File: src/rtl/fc_output_collector.sv
// Collects one M-word frame from an upstream FC layer into a random-access buffer.
// Optional running signed argmax over the frame is enabled by defining FC_ARGMAX_EN.
module fc_output_collector #(
    parameter int M = 6,
    parameter int T = 20,
    localparam int A = $clog2(M)
) (
    input  logic                clk,
    input  logic                reset,
    input  logic                input_valid,
    output logic                input_ready,
    input  logic signed [T-1:0] input_data,
    output logic                frame_done,
    input  logic                frame_ack,
    output logic [A:0]          word_count,
    input  logic [A-1:0]        rd_addr,
    output logic signed [T-1:0] rd_data
`ifdef FC_ARGMAX_EN
    ,
    output logic [A-1:0]        argmax_idx,
    output logic signed [T-1:0] argmax_val
`endif
);

    typedef enum logic {
        COLLECT = 1'b0,
        HOLD    = 1'b1
    } state_t;

    state_t              state_q;
    state_t              state_d;
    logic                wr_en;
    logic signed [T-1:0] mem_q [M];

    // Handshake outputs depend only on the state register.
    always_comb begin
        state_d     = state_q;
        input_ready = 1'b0;
        frame_done  = 1'b0;
        case (state_q)
            COLLECT: begin
                input_ready = 1'b1;
                if (input_valid && (word_count == (A+1)'(M - 1)))
                    state_d = HOLD;
            end
            HOLD: begin
                frame_done = 1'b1;
                if (frame_ack)
                    state_d = COLLECT;
            end
            default: state_d = COLLECT;
        endcase
    end

    assign wr_en = input_valid && input_ready;

    always_ff @(posedge clk or negedge reset) begin
        if (!reset) begin
            state_q    <= COLLECT;
            word_count <= '0;
        end else begin
            state_q <= state_d;
            if (wr_en)
                word_count <= word_count + 1'b1;
            else if (state_q == HOLD && frame_ack)
                word_count <= '0;
        end
    end

    // Buffer write and registered read; non-blocking update gives read-before-write.
    always_ff @(posedge clk or negedge reset) begin
        if (!reset) begin
            for (int i = 0; i < M; i++)
                mem_q[i] <= '0;
            rd_data <= '0;
        end else begin
            for (int i = 0; i < M; i++)
                if (wr_en && (word_count == (A+1)'(i)))
                    mem_q[i] <= input_data;
            rd_data <= '0;
            for (int i = 0; i < M; i++)
                if (rd_addr == A'(i))
                    rd_data <= mem_q[i];
        end
    end

`ifdef FC_ARGMAX_EN
    // Index 0 seeds the tracker; strict compare keeps the lowest index on ties.
    always_ff @(posedge clk or negedge reset) begin
        if (!reset) begin
            argmax_idx <= '0;
            argmax_val <= '0;
        end else if (wr_en && ((word_count == '0) || (input_data > argmax_val))) begin
            argmax_idx <= word_count[A-1:0];
            argmax_val <= input_data;
        end
    end
`endif

endmodule

File: config.mk
export PLATFORM = sky130hd
export DESIGN_NAME = fc_output_collector
export DESIGN_NICKNAME = d
export VERILOG_FILES = /design/src/rtl/fc_output_collector.sv
export SDC_FILE = /design/constraint.sdc
export NUM_CORES = 1
export LEC_CHECK = 0
export ABC_AREA = 1
export BUFFER_PORTS_ARGS = -buffer_cell sky130_fd_sc_hd__buf_2
export CAP_MARGIN = 20
export CORE_MARGIN = 2
export CORE_UTILIZATION = 59
export DETAILED_ROUTE_END_ITERATION = 8
export PLACE_DENSITY = 0.81
export SLEW_MARGIN = 20
export SYNTH_ARGS = -nofsm -noshare
export SYNTH_HDL_FRONTEND = slang
export SYNTH_SLANG_ARGS = --single-unit
File: constraint.sdc
create_clock -name clk -period 2.3 [get_ports clk]
set_input_delay 0 -clock clk [delete_from_list [all_inputs] [get_ports clk]]
set_output_delay 0 -clock clk [all_outputs]
set_load 0.005 [all_outputs]
# ---- Word-level counts from Yosys, hierarchy flattened
# Cells that the tools add are included.
dict set report word_totals {
  regBits 145
  output_inout_bits 26
}
dict set report classes {
  n_addsub 1
  n_reduce_logical 12
  n_eq_ne 10
  n_mux 13
  bitwise_logic 1
}
# operator count
set ops {}
lappend ops {{$mux W20} 6}
lappend ops {{$logic_and A1 B1 Y1} 9}
lappend ops {{$eq A4 B2 Y1 const B} 2}
lappend ops {{$eq A4 B3 Y1 const B} 2}
lappend ops {{$mux W4} 2}
lappend ops {{$eq A3 B2 Y1 const B} 2}
lappend ops {{$eq A3 B3 Y1 const B} 2}
lappend ops {{$add A4 B1 Y4 const B} 1}
lappend ops {{$eq A4 B1 Y1 const B} 1}
lappend ops {{$logic_not A4 Y1} 1}
lappend ops {{$mux W1} 4}
lappend ops {{$eq A3 B1 Y1 const B} 1}
lappend ops {{$logic_not A3 Y1} 1}
lappend ops {{$pmux W1 S2} 1}
lappend ops {{$reduce_bool A2 Y1} 1}
lappend ops {{$not A1 Y1} 1}

# ---- Depth between registers and ports, before layout
dict set report depth {
  depth_word 7
  ltp_mapped 8
  depth_no_buf 7
}

# ---- Least setup slack after synthesis
# Ideal clock, no wire load.
dict set report synth_timing {
  path_type {register -> register}
  startpoint {register word_count[0]}
  endpoint {register mem_q[20] in the netlist's numbering}
  path_buffers 1
  arrival_ns 1.180
  slack_ns 0.997
  path_stages_with_launch 7
  setup_time_ns 0.124
  path_cell_list {dfrtp_1 > inv_1 > ha_1 > nand2_2 > nor2_4 > clkbuf_8 > a21oi_2}
}
dict set report synth_between {
  elab_chain_cells 2
}
# element line
set synth_lines {}
lappend synth_lines {{start: declaration} 15} ;# output logic [A:0] word_count,
lappend synth_lines {{start signal: assignment} 64} ;# word_count <= word_count + 1'b1;
lappend synth_lines {{$eq A4 B3 Y1} 78} ;# if (wr_en && (word_count == (A+1)'(i)))
lappend synth_lines {{$logic_and A1 B1 Y1} 78}
lappend synth_lines {{end signal: indexed assignment} 79} ;# mem_q[i] <= input_data;
lappend synth_lines {{end: declaration} 33} ;# logic signed [T-1:0] mem_q [M];
# Every way passes these cells.
# A chain may end at the register's enable or synchronous reset.

# ---- Worst setup path after layout
dict set report layout_timing {
  startpoint {register word_count[2]}
  endpoint {register mem_q[58] in the netlist's numbering}
}
dict set report layout_between {
  elab_chain_cells 2
}
# element line
set layout_lines {}
lappend layout_lines {{$eq A4 B2 Y1} 78}
lappend layout_lines {{$logic_and A1 B1 Y1} 78}
# Every way passes these cells.

==> flow_summary.yaml <==
detailed_routing:
  routed_wl_um: 15200
  vias: 5124
  first_iter_violations: 516
  avgViaCountPerCell: 5.69
  drtPass1Iterations: 5
  final_antenna_net_count: 0
  drc: 0
  routedWlPerCell_um: 16.9
synth:
  synth_cells: 688
  synth_cell_type_count: 24
  syn_avg_cell_area_um2: 9.18
  ys_ff_latch: 145
  synth_area_leader_cell: "dfrtp_1"
  yosysWarnings: 0
  ys_seq_area_share_pct: 57.5
  syn_nets: 719
  yosysTopAreaCellShare_pct: 57.5
  yosys-top-cells-area: "dfrtp_1, nand2_1, a21oi_2"
  syn-cell-area_mm2: 0.00631
die:
  die-area_mm2: 0.0115
  die_y_um: 107
  start_util_pct: 60.9
  ios: 53
  rows: 37
  core_mm2: 0.0104
  die_w_um: 107
grt:
  grt_max_degree: 66
  grt_pass1_vias: 5170
  overflow: 0
  grt_pass1_wl_um: 25500
  grt_use_total_pct: 29.0
  antenna_found_initial: 0
outcome:
  status: "completed"
timing:
  finalHoldViolCount: 0
  finalClockSkew_ns: 0.00375
  post-route-period-util_pct: 86.6
  fmax_ghz: 0.502
  worst_slew_pin_slew_ns: 0.884
  setup_viol: 0
  slew_headroom_pct: 40.8
  maxSlewViolCount: 0
  rsz0062_at_grt: "no"
  tns_ns: 0
  fin_crit_ns: 1.99
hold_path:
  min_path_type: "input port to asynchronous set/reset pin"
pwr:
  ir_worst_vdd_mv: 0.734
  power_mw: 9.22
  power.leakage_nw: 3.55
  pwr_density_cell_mw_per_mm2: 1240
finish:
  nets: 783
  final_common_cell: "nand2_1"
  final_cell_mix: "nand2_1, dfrtp_1, nor2_1"
  syn_to_final_growth_pct: 17.4
  drive_above_1_share_pct: 19.5
  nFillCells: 753
  diodes: 0
setup_path:
  crit_type: "register to register"
  critPathCaptureType: "register"
  cp_data_arrival_time_ns: 2.41
  reg2reg_depth: 3
  start_kind: "register"
  cp_max_fo: 40
  cp.required_ns: 2.72
clocking:
  cts.repair.resized: 0
  cts_tree: "built"
  postCtsSetupBuffers: 0
  clockBufferDepth: 2
  cts_buffers: 17
  clk_latency_ns: 0.54
  clk_pin_slew_worst_paths_ns: 0.06
  numClockSinks: 145
  root_buffer: "clkbuf_8"
  cts_hold_buf: 24
  htree_levels: 4
placement:
  gp_congestion: 0.777
  dp_hpwl_um: 8880
  port_buffers: 52
flow_run:
  max-cap-violations: 0
critical path, cell delays in order (launching register included):
cell,delay [ns]
dfrtp_1,0.48
nor2_4,0.22
nand3_2,0.68
o21ai_0,0.49
path summary, 6_finish.rpt:
kind | from | end | slack [ns]
worst max-delay path | word_count[2]$_DFFE_PN0P_ | mem_q[58]$_DFFE_PN0P_ | 0.31
worst min-delay path | reset | mem_q[46]$_DFFE_PN0P_ | 0.01
worst max register to register | word_count[2]$_DFFE_PN0P_ | mem_q[58]$_DFFE_PN0P_ | 0.31
worst min register to register | mem_q[65]$_DFFE_PN0P_ | mem_q[65]$_DFFE_PN0P_ | 0.48
max in group asynchronous | reset | mem_q[0]$_DFFE_PN0P_ | 1.57
min in group clk | rd_addr[2] | rd_data[4]$_DFF_PN0_ | 0.07
synthesized netlist by cell type:
library cell	instances
inv_2	4
inv_6	1
nand2_2	2
o21ai_1	16
nand3_2	4
inv_1	43
nor2_1	81
nand2_1	165
nand2_4	2
ha_1	4
a21oi_2	40
clkbuf_2	7
o21ai_0	68
buf_1	1
clkbuf_8	2
buf_2	18
dfrtp_1	145
nand3_1	23
buf_6	6
o22ai_1	1
nand4_1	41
nor3_1	3
clkbuf_1	8
nor2_4	3
report_power, final:
part	leakage [nW]	switching (mW)	internal (mW)
registers	1.79	0.635	3.70
logic	1.49	1.43	0.947
clock network	0.272	0.981	1.53
stage by stage:
step | setup WS, ns | hold slack, ns | cells | util (%) | area (um2)
finish | 0.309 | 0.00964 | 900 | 71.5 | 7410
global route | 0.0484 | 0.0739 | 900 | 71.5 | 7410
CTS | 0.291 | 0.0358 | 900 | 71.5 | 7410
detailed placement | 0.346 | 0.0322 | 845 | 63.9 | 6630
global placement | 0.450 | 0.0211 | 845 | 63.9 | 6630
floorplan | 0.997 | -0.296 | 688 | - | 6310
final cells by class:
cell class                      count  area [um2]  area share, %
Sequential cell                   145        3630           49.0
Multi-Input combinational cell    453        2260           30.5
Timing Repair Buffer               87         627           8.46
Clock buffer                       25         484           6.53
Inverter                           48         185           2.50
Tap cell                          136         170           2.30
Clock inverter                      6        55.1          0.743
registers in the layout (all words and copies together) (netlist names):
signal      count
mem_q         120
rd_data        20
state_q         1
word_count      4
kinds of logic (layout without fill, tap and decap cells):
| kind of cell | after synthesis | in the layout | share of synthesized area [%] |
|---|---|---|---|
| compound gates | 125 | 125 | 12.3 |
| fa+ha+maj | 4 | 4 | 0.793 |
| buf+inv | 90 | 166 | 6.96 |
| flops | 145 | 145 | 57.5 |
| simple gates | 324 | 324 | 22.5 |
per-layer routing:
metal	GRT usage, %	vias to the layer above	wire length (um)
li1	-	2374	-
met4	11.1	0	411
met2	44.3	192	7310
met3	8.05	43	1040
met1	40.0	2515	6440
met5	0	-	0
Power figures use the tool's default switching activity.
